## src/rtl/multicycle_ctrl.sv

```systemverilog
// Main control FSM of the multi-cycle RV32I core: sequences fetch, decode,
// execute, memory and write-back, and drives the datapath muxes and strobes.
module multicycle_ctrl (
    input  logic       clk,
    input  logic       rst_n,
    input  logic [6:0] opcode,
    input  logic       funct3_0,
    input  logic       zero,
    input  logic       mem_ready,
    output logic       mem_req,
    output logic       mem_we,
    output logic       adr_src,
    output logic       ir_write,
    output logic       pc_write,
    output logic       reg_write,
    output logic [1:0] alu_src_a,
    output logic [1:0] alu_src_b,
    output logic [1:0] alu_op,
    output logic [1:0] result_src,
    output logic [3:0] state,
    output logic       retire,
    output logic       illegal
);

    typedef enum logic [3:0] {
        FETCH  = 4'd0,
        DECODE = 4'd1,
        MEMADR = 4'd2,
        MEMRD  = 4'd3,
        MEMWB  = 4'd4,
        MEMWR  = 4'd5,
        EXEC_R = 4'd6,
        EXEC_I = 4'd7,
        ALUWB  = 4'd8,
        BRANCH = 4'd9,
        JAL    = 4'd10,
        TRAP   = 4'd11
    } state_t;

    localparam logic [6:0] OP_LOAD   = 7'b0000011;
    localparam logic [6:0] OP_STORE  = 7'b0100011;
    localparam logic [6:0] OP_RTYPE  = 7'b0110011;
    localparam logic [6:0] OP_ITYPE  = 7'b0010011;
    localparam logic [6:0] OP_BRANCH = 7'b1100011;
    localparam logic [6:0] OP_JAL    = 7'b1101111;

    state_t cur;
    // Cleared by reset so every output stays 0 until the first edge after release;
    // the first FETCH request therefore appears one cycle after rst_n rises.
    logic   active;

    always_ff @(posedge clk or negedge rst_n) begin
        if (!rst_n) begin
            cur    <= FETCH;
            active <= 1'b0;
        end else if (!active) begin
            active <= 1'b1;
        end else begin
            case (cur)
                FETCH:  if (mem_ready) cur <= DECODE;
                DECODE: begin
                    case (opcode)
                        OP_LOAD, OP_STORE: cur <= MEMADR;
                        OP_RTYPE:          cur <= EXEC_R;
                        OP_ITYPE:          cur <= EXEC_I;
                        OP_BRANCH:         cur <= BRANCH;
                        OP_JAL:            cur <= JAL;
                        default:           cur <= TRAP;
                    endcase
                end
                MEMADR: cur <= (opcode == OP_LOAD) ? MEMRD : MEMWR;
                MEMRD:  if (mem_ready) cur <= MEMWB;
                MEMWB:  cur <= FETCH;
                MEMWR:  if (mem_ready) cur <= FETCH;
                EXEC_R: cur <= ALUWB;
                EXEC_I: cur <= ALUWB;
                ALUWB:  cur <= FETCH;
                BRANCH: cur <= FETCH;
                JAL:    cur <= ALUWB;
                TRAP:   cur <= TRAP;
                default: cur <= TRAP;
            endcase
        end
    end

    assign state = cur;

    // Memory handshake: mem_req is high for the whole of FETCH, MEMRD and MEMWR,
    // with mem_we/adr_src stable, until an edge samples mem_ready=1; strobes
    // qualified by mem_ready fire only in that completing cycle, and mem_ready
    // is ignored in every other state.
    always_comb begin
        mem_req    = 1'b0;
        mem_we     = 1'b0;
        adr_src    = 1'b0;
        ir_write   = 1'b0;
        pc_write   = 1'b0;
        reg_write  = 1'b0;
        alu_src_a  = 2'b00;
        alu_src_b  = 2'b00;
        alu_op     = 2'b00;
        result_src = 2'b00;
        retire     = 1'b0;
        illegal    = 1'b0;
        if (active) begin
            case (cur)
                FETCH: begin
                    mem_req    = 1'b1;
                    alu_src_b  = 2'b10;
                    result_src = 2'b10;
                    ir_write   = mem_ready;
                    pc_write   = mem_ready;
                end
                DECODE: begin
                    alu_src_a = 2'b01;
                    alu_src_b = 2'b01;
                end
                MEMADR: begin
                    alu_src_a = 2'b10;
                    alu_src_b = 2'b01;
                end
                MEMRD: begin
                    mem_req = 1'b1;
                    adr_src = 1'b1;
                end
                MEMWB: begin
                    result_src = 2'b01;
                    reg_write  = 1'b1;
                    retire     = 1'b1;
                end
                MEMWR: begin
                    mem_req = 1'b1;
                    mem_we  = 1'b1;
                    adr_src = 1'b1;
                    retire  = mem_ready;
                end
                EXEC_R: begin
                    alu_src_a = 2'b10;
                    alu_op    = 2'b10;
                end
                EXEC_I: begin
                    alu_src_a = 2'b10;
                    alu_src_b = 2'b01;
                    alu_op    = 2'b11;
                end
                ALUWB: begin
                    reg_write = 1'b1;
                    retire    = 1'b1;
                end
                BRANCH: begin
                    alu_src_a = 2'b10;
                    alu_op    = 2'b01;
                    pc_write  = zero ^ funct3_0;
                    retire    = 1'b1;
                end
                JAL: begin
                    alu_src_a = 2'b01;
                    alu_src_b = 2'b10;
                    pc_write  = 1'b1;
                end
                TRAP: illegal = 1'b1;
                default: ;
            endcase
        end
    end

endmodule

```

## config.mk

```make
export PLATFORM = sky130hd
export DESIGN_NAME = multicycle_ctrl
export DESIGN_NICKNAME = d
export VERILOG_FILES = /design/src/rtl/multicycle_ctrl.sv
export SDC_FILE = /design/constraint.sdc
export NUM_CORES = 1
export LEC_CHECK = 0
export CAP_MARGIN = 20
export CORE_MARGIN = 4
export CORE_UTILIZATION = 30
export DETAILED_ROUTE_END_ITERATION = 10
export DONT_BUFFER_PORTS = 1
export GPL_TIMING_DRIVEN = 0
export HOLD_SLACK_MARGIN = 0.03
export PLACE_DENSITY = 0.47
export SETUP_SLACK_MARGIN = 0.05
export SYNTH_ARGS = -nofsm -noshare
export SYNTH_HDL_FRONTEND = slang
export SYNTH_SLANG_ARGS = --single-unit
```

## constraint.sdc

```tcl
create_clock -name clk -period 2.3 [get_ports clk]
set_input_delay 0.575 -clock clk [delete_from_list [all_inputs] [get_ports clk]]
set_output_delay 0.575 -clock clk [all_outputs]
set_load 0.02 [all_outputs]
```

==> qor.txt, run 1 <==
Ys async rst share: 100%
Static power due to leakage: 0.341 nW
Primary flip-flop cell chosen by synthesis mapping: sky130_fd_sc_hd__dfrtp_1
Setup repair bufs after CTS: 0
Net Count, Synth: 113
CTS clock-pin slew for the worst setup and hold paths: 0.04 ns
Post-synth EDFFs: 0
Fraction of layout cells with a size suffix above 1: 32.1%
ANT cells: 0
Fill cell instance count of the final layout: 228
Power per cell area: 1330 mW/mm2
Final nets: 119
Result of the run: finished, final reports clean
Root cell of the clock tree: sky130_fd_sc_hd__clkbuf_4
Via count: 734
Chip height: 55.9 um
Setup Skew: 0.00270 ns
Post-synthesis area per instance: 6.83 um2
Element type at the critical path start: register
Area added between synthesis and finish: 26.3%
Final std cell area, no fill: 871 um2
RSZ-0062 raised after global routing: yes
Number of instances on the worst hold path: 3
Yosys synthesis warning count: 0
Arrival @ worst endpoint: 1.66 ns
Endpoints failing setup: 0
Critical Setup Path Class: reg2out
Number of levels in the clock H-tree: 1
Post-detailed-route count of antenna-violating nets: 0
Via count of the first global-routing pass: 688
Cell area after placement: 729 um2
Global Route Usage Sum: 12.9%
Chip Width: 55.9 um
Global route overflow: 0
Worst min-delay path class: in2reg
Required time of the critical path: 1.73 ns
Cell with the most instances on the worst path: sky130_fd_sc_hd__buf_6
Core box area: 0.00219 mm2
Maximum buffer depth of the clock tree: 2
Average routed wire per standard cell: 15.1 um
Count of placed standard cells in the final layout, fillers left out: 134
DR DRC count: 0
Library cells used by synthesis: 38
Register-to-register path setup slack: 0.65 ns
# clock sinks: 5
Slowest-stage cell, CP: sky130_fd_sc_hd__dfrtp_1
Initial core utilization: 31.5%
Fin crit share: 97.2%
Post-detailed-placement half-perimeter wirelength: 1.46 mm
Initial DRC count: 31
Placed insts: 129
Post-layout power: 1.16 mW
Hold slack final: 0.536 ns
Max-capacitance violation count: 0
Peak supply drop: 0.500 mV
Number of cell rows: 17
Total of buffers placed on input and output ports: 0
Worst setup EP type: primary output
CTS tree: yes
Clock latency of the later-clocked register in the worst-skew pair: 0.24 ns
Hold Vio Cnt, Final: 0
Pin count of the biggest net entering global routing: 11
Boundary pin count: 32
Number of vias per cell: 5.48
Num CTS Buffers: 3
Pre-antenna DRT Iters: 4
Cell breakdown of the critical path: buf_6 -> buf_6 -> nand2b_1 -> nor3_2
Initial antenna violation count: 0
Fin crit period: 2.24 ns
Sequential area share after synthesis: 18.1%
Post-synthesis cell count: 101
Worst-path fanout max: 10
Wire length of the first global-routing pass: 3.31 mm
Cell area after technology mapping: 689 um2
Flip-flop and latch count after synthesis: 5
Worst r2r path cells: 5
Maximum clock frequency: 447 MHz
Placer Congestion: 0.785
CP peak stage delay: 0.45 ns
Final number of max-transition violations: 0
Total Die Area: 0.00313 mm2
Routed wire length: 2.02 mm
## per-layer routing
metal	GRT usage [%]	vias up	wire length (um)
li1	-	365	-
met2	20.9	32	911
met1	16.9	334	923
met3	4.18	3	178
met4	2.03	0	9
met5	0	-	0
## logic make-up (layout without fill, tap and decap cells)
| kind of cell | after synthesis | in the layout | share of synthesized area, % |
|---|---|---|---|
| buffers and inverters | 10 | 15 | 8.89 |
| multiplexers | 2 | 2 | 2.90 |
| XOR/XNOR | 4 | 4 | 5.08 |
| AND/OR/NAND/NOR | 53 | 53 | 37.8 |
| flip-flops | 5 | 5 | 18.1 |
| other | 1 | 1 | 0.544 |
| AO/OA/AOI/OAI | 26 | 26 | 26.7 |
## stage by stage
stage,setup TNS [ns],setup slack (ns),util (%)
after detailed placement,-0.0137,-0.0137,33.3
final,0,0.0650,39.7
after global routing,-0.0198,-0.0148,39.7
after global placement,-0.0545,-0.0396,33.3
after floorplan,0,0.176,-
after CTS,0,0.0477,38.9
## flip-flops by register name (all words and copies together) (netlist names)
name,flops
state,4
active,1
## Yosys cell counts (2+ instances only)
cell	n	area share, %
sky130_fd_sc_hd__a21o_1	3	3.3
sky130_fd_sc_hd__a21oi_1	7	5.1
sky130_fd_sc_hd__and2_1	2	1.8
sky130_fd_sc_hd__buf_2	4	2.9
sky130_fd_sc_hd__buf_6	2	3.3
sky130_fd_sc_hd__dfrtp_1	5	18
sky130_fd_sc_hd__mux2i_1	2	2.9
sky130_fd_sc_hd__nand2_1	13	7.1
sky130_fd_sc_hd__nand2b_1	5	4.5
sky130_fd_sc_hd__nand3_1	3	2.2
sky130_fd_sc_hd__nor2_1	13	7.1
sky130_fd_sc_hd__nor2b_1	3	2.7
sky130_fd_sc_hd__nor3_1	9	6.5
sky130_fd_sc_hd__o21ai_0	3	2.2
sky130_fd_sc_hd__o22ai_1	2	1.8
sky130_fd_sc_hd__xnor2_1	2	2.5
sky130_fd_sc_hd__xor2_1	2	2.5
## cell usage in the layout, fill, tap and decap left out, types with 2 or more instances in the layout
cell | Yosys | final
sky130_fd_sc_hd__a21o_1 | 3 | 3
sky130_fd_sc_hd__a21oi_1 | 7 | 4
sky130_fd_sc_hd__a21oi_2 | 0 | 2
sky130_fd_sc_hd__buf_2 | 4 | 2
sky130_fd_sc_hd__buf_6 | 2 | 3
sky130_fd_sc_hd__clkbuf_4 | 0 | 4
sky130_fd_sc_hd__dfrtp_1 | 5 | 2
sky130_fd_sc_hd__dfrtp_2 | 0 | 3
sky130_fd_sc_hd__mux2i_1 | 2 | 2
sky130_fd_sc_hd__nand2_1 | 13 | 11
sky130_fd_sc_hd__nand2_2 | 0 | 2
sky130_fd_sc_hd__nand2b_1 | 5 | 5
sky130_fd_sc_hd__nand3_1 | 3 | 3
sky130_fd_sc_hd__nor2_1 | 13 | 8
sky130_fd_sc_hd__nor2_2 | 0 | 4
sky130_fd_sc_hd__nor2b_1 | 3 | 2
sky130_fd_sc_hd__nor2b_2 | 1 | 2
sky130_fd_sc_hd__nor3_1 | 9 | 5
sky130_fd_sc_hd__nor3_4 | 0 | 3
sky130_fd_sc_hd__o21ai_0 | 3 | 3
sky130_fd_sc_hd__o22ai_1 | 2 | 2
sky130_fd_sc_hd__xnor2_1 | 2 | 2
sky130_fd_sc_hd__xor2_1 | 2 | 2
## cell type report
type | count | area, um2 | share of cell area [%]
clock buffer | 4 | 26.3 | 3.02
buffer | 8 | 63.8 | 7.33
multi-input combinational | 86 | 599 | 68.8
timing repair buffer | 1 | 10.0 | 1.15
inverter | 2 | 7.51 | 0.862
sequential | 5 | 129 | 14.8
tap | 28 | 35.0 | 4.02
## worst max-delay path: cells and delay by family, from the launching register on
family,cells,cell delay [ns]
buffers and inverters,2,0.32
flip-flops,1,0.45
AND/OR/NAND/NOR,2,0.63
## power by group
group / switching, mW / internal (mW) / total [mW] / leakage [nW]
logic: 0.544 / 0.311 / 0.855 / 0.268
registers: 0.0799 / 0.123 / 0.203 / 0.0577
clock network: 0.0366 / 0.0656 / 0.102 / 0.0150
## path summary, 6_finish.rpt
| check | from | to |
|---|---|---|
| worst max-delay path | state[2]$_DFFE_PN0P_ | alu_src_b[1] |
| worst min-delay path | opcode[4] | state[1]$_DFFE_PN0P_ |
| worst max register to register | state[1]$_DFFE_PN0P_ | state[1]$_DFFE_PN0P_ |
| worst min register to register | active$_DFF_PN0_ | state[0]$_DFFE_PN0P_ |
| max in group asynchronous | rst_n | state[1]$_DFFE_PN0P_ |
| min in group asynchronous | rst_n | state[2]$_DFFE_PN0P_ |
## timing repair
item,4_1_cts,5_1_grt
gates cloned,0,0
hold endpoints to repair,5,0
pin swaps,3,2
endpoints found under the setup margin,13,11
gates resized for setup,23,7
hold buffers,1,0
Note: power is estimated with default switching activity, not from simulation.
==> run 2, diff against run 1 <==
--- a/config.mk
+++ b/config.mk
@@ -5,12 +5,12 @@
 export SDC_FILE = /design/constraint.sdc
 export NUM_CORES = 1
 export LEC_CHECK = 0
+export ABC_CLOCK_PERIOD_IN_PS = 2300
 export CAP_MARGIN = 20
-export CORE_MARGIN = 4
 export CORE_UTILIZATION = 30
 export DETAILED_ROUTE_END_ITERATION = 10
 export DONT_BUFFER_PORTS = 1
-export GPL_TIMING_DRIVEN = 0
+export GPL_TIMING_DRIVEN = 1
 export HOLD_SLACK_MARGIN = 0.03
 export PLACE_DENSITY = 0.47
 export SETUP_SLACK_MARGIN = 0.05
==> run 2 against run 1 <==
Against the previous run: first-iteration DRC count fell by 39%; routed wire length fell by 8.4%; total power fell by 7.5%; design area fell by 5.3%; die area fell by 20%; combinational power fell by 11%; largest cell class unchanged; sequential share of layout area rose by 0.53 points; global-route usage rose by 2.0 points; worst hold slack got worse by 0.011 ns; final cell count rose by 4.5%; count of clock-buffer cells in the layout did not move; critical endpoint is now alu_src_a[1]; largest power group unchanged.
==> qor.txt, run 2 (synthesis results as in run 1) <==
Result of the run: finished, final reports clean
Number of levels in the clock H-tree: 1 (unchanged)
Fin crit share: 92.8% (-4.4 points)
Arrival @ worst endpoint: 1.56 ns (-0.10 ns)
CP peak stage delay: 0.51 ns (+0.06 ns)
Commonest non-fill, non-tap cell in the layout: sky130_fd_sc_hd__buf_4
Number of cell rows: 16 (-1)
Post-detailed-route count of antenna-violating nets: 0 (unchanged)
Required time of the critical path: 1.73 ns (about the same)
Hold Vio Cnt, Final: 0 (unchanged)
Total negative slack: 0 ns (unchanged)
Endpoints failing setup: 0 (unchanged)
Flip-flop count of the largest register, all copies and words added: 4 (unchanged)
Final number of max-transition violations: 0 (unchanged)
# clock sinks: 5 (unchanged)
Global route overflow: 0 (unchanged)
Pre-antenna DRT Iters: 4 (unchanged)
Initial antenna violation count: 0 (unchanged)
Fin crit period: 2.13 ns (-0.102 ns)
Number of vias per cell: 5.41 (-1.3%)
Via count of the first global-routing pass: 640 (-7.0%)
Worst setup EP type: primary output
Register-to-register path setup slack: 0.55 ns (-0.10 ns)
Routed wire length: 1.85 mm (-8.4%)
Total of buffers placed on input and output ports: 0 (unchanged)
Power per cell area: 1300 mW/mm2 (-2.3%)
Pin count of the biggest net entering global routing: 19 (+8)
Peak supply drop: 0.506 mV (+1.1%)
ANT cells: 0 (unchanged)
Num CTS Buffers: 3 (unchanged)
Chip Width: 49.9 um (-11%)
CTS tree: yes
Final nets: 126 (+5.9%)
Clock latency of the later-clocked register in the worst-skew pair: 0.24 ns (about the same)
Placer Congestion: 0.832 (+6.0%)
Maximum buffer depth of the clock tree: 2 (unchanged)
CTS clock-pin slew for the worst setup and hold paths: 0.04 ns (about the same)
Boundary pin count: 32 (unchanged)
Maximum clock frequency: 469 MHz (+4.8%)
Total Die Area: 0.00249 mm2 (-20%)
Element type at the critical path start: register
Cell breakdown of the critical path: buf_4 -> nand2b_1 -> o22ai_1 -> and2_1
Fraction of layout cells with a size suffix above 1: 20.4% (-12 points)
Static power due to leakage: 0.366 nW (+7.2%)
Highest-count cells in the layout ignoring fill and taps: 15 x sky130_fd_sc_hd__buf_4, 13 x sky130_fd_sc_hd__nor2_1, 13 x sky130_fd_sc_hd__nand2_1, 8 x sky130_fd_sc_hd__nor3_1, 7 x sky130_fd_sc_hd__a21oi_1
Worst-path fanout max: 9 (-1)
Setup Skew: 0.00236 ns (-0.000341 ns)
Core box area: 0.00206 mm2 (-5.9%)
Fill cell instance count of the final layout: 227 (-0.44%)
Critical Setup Path Class: reg2out
DR DRC count: 0 (unchanged)
Max-capacitance violation count: 0 (unchanged)
Initial core utilization: 33.4% (+2.0 points)
Via count: 757 (+3.1%)
Area added between synthesis and finish: 19.6%
Average routed wire per standard cell: 13.2 um (-12%)
Post-layout utilization of the core: 40.0% (+0.24 points)
Root cell of the clock tree: sky130_fd_sc_hd__clkbuf_4
Chip height: 49.9 um (-11%)
Worst min-delay path class: in2reg
Slowest-stage cell, CP: sky130_fd_sc_hd__dfrtp_1
Initial DRC count: 19 (-39%)
Wire length of the first global-routing pass: 2.88 mm (-13%)
Post-layout power: 1.07 mW (-7.5%)
RSZ-0062 raised after global routing: no
Global Route Usage Sum: 14.9% (+2.0 points)
Post-detailed-placement half-perimeter wirelength: 1.40 mm (-4.4%)
[run 2: cell types whose count changed in the layout (fill, tap and decap cells not counted), moves of 3 or more]
cell | before | now
sky130_fd_sc_hd__a21oi_1 | 4 | 7
sky130_fd_sc_hd__buf_4 | 1 | 15
sky130_fd_sc_hd__buf_6 | 3 | 0
sky130_fd_sc_hd__nor2_1 | 8 | 13
sky130_fd_sc_hd__nor2_2 | 4 | 0
sky130_fd_sc_hd__nor3_1 | 5 | 8
sky130_fd_sc_hd__nor3_4 | 3 | 0
[run 2: layout make-up]
cell class,count,area [um2],share of cell area (%)
tap,27,33.8,4.10
sequential,5,126,15.3
multi-input combinational,86,508,61.6
clock buffer,4,26.3,3.19
timing repair buffer,16,123,14.9
inverter,2,7.51,0.910
[run 2: what timing repair did]
| action | 4_1_cts | 5_1_grt |
|---|---|---|
| hold buffers | 1 | 0 |
| setup buffers | 0 | 0 |
| endpoints found under the setup margin | 0 | 4 |
| resized for setup | 0 | 1 |
| endpoints found under the hold margin | 5 | 0 |
[run 2: worst paths after layout]
check | cells past startpoint | startpoint | to
max | 4 | state[1]$_DFFE_PN0P_ | alu_src_a[1]
min | 3 | opcode[4] | state[1]$_DFFE_PN0P_
max reg2reg | 6 | state[1]$_DFFE_PN0P_ | state[1]$_DFFE_PN0P_
min reg2reg | 1 | active$_DFF_PN0_ | state[0]$_DFFE_PN0P_
max in group asynchronous | 1 | rst_n | state[3]$_DFFE_PN0P_
min in group asynchronous | 1 | rst_n | state[0]$_DFFE_PN0P_
[run 2: metrics by stage]
| step | worst slack, ns | std cells | hold slack [ns] | area (um2) |
|---|---|---|---|---|
| 3_3_place_gp | 0.354 | 135 | 0.280 | 787 |
| 4_1_cts | 0.0906 | 140 | 0.518 | 823 |
| 2_1_floorplan | 0.176 | 101 | 0.279 | 694 |
| 5_1_grt | 0.0627 | 140 | 0.540 | 825 |
| 6_report | 0.167 | 140 | 0.525 | 825 |
| 3_5_place_dp | 0.339 | 135 | 0.279 | 787 |
[run 2: per-layer routing]
layer	vias up	wire length [um]	global-route usage (%)
li1	377	-	-
met1	352	868	20.4
met2	26	886	23.6
met3	2	80	1.54
met4	0	19	5.71
met5	-	0	0
[run 2: report_power, final]
group	total (mW)	internal, mW	switching (mW)	leakage [nW]
registers	0.207	0.119	0.0873	0.0596
logic	0.765	0.310	0.454	0.291
clock network	0.102	0.0656	0.0367	0.0150
[run 2: worst max-delay path: cells and delay by family (launching register included)]
kind	cells	cell delay (ns)
flops	1	0.51
buf+inv	1	0.28
simple gates	2	0.36
compound gates	1	0.15
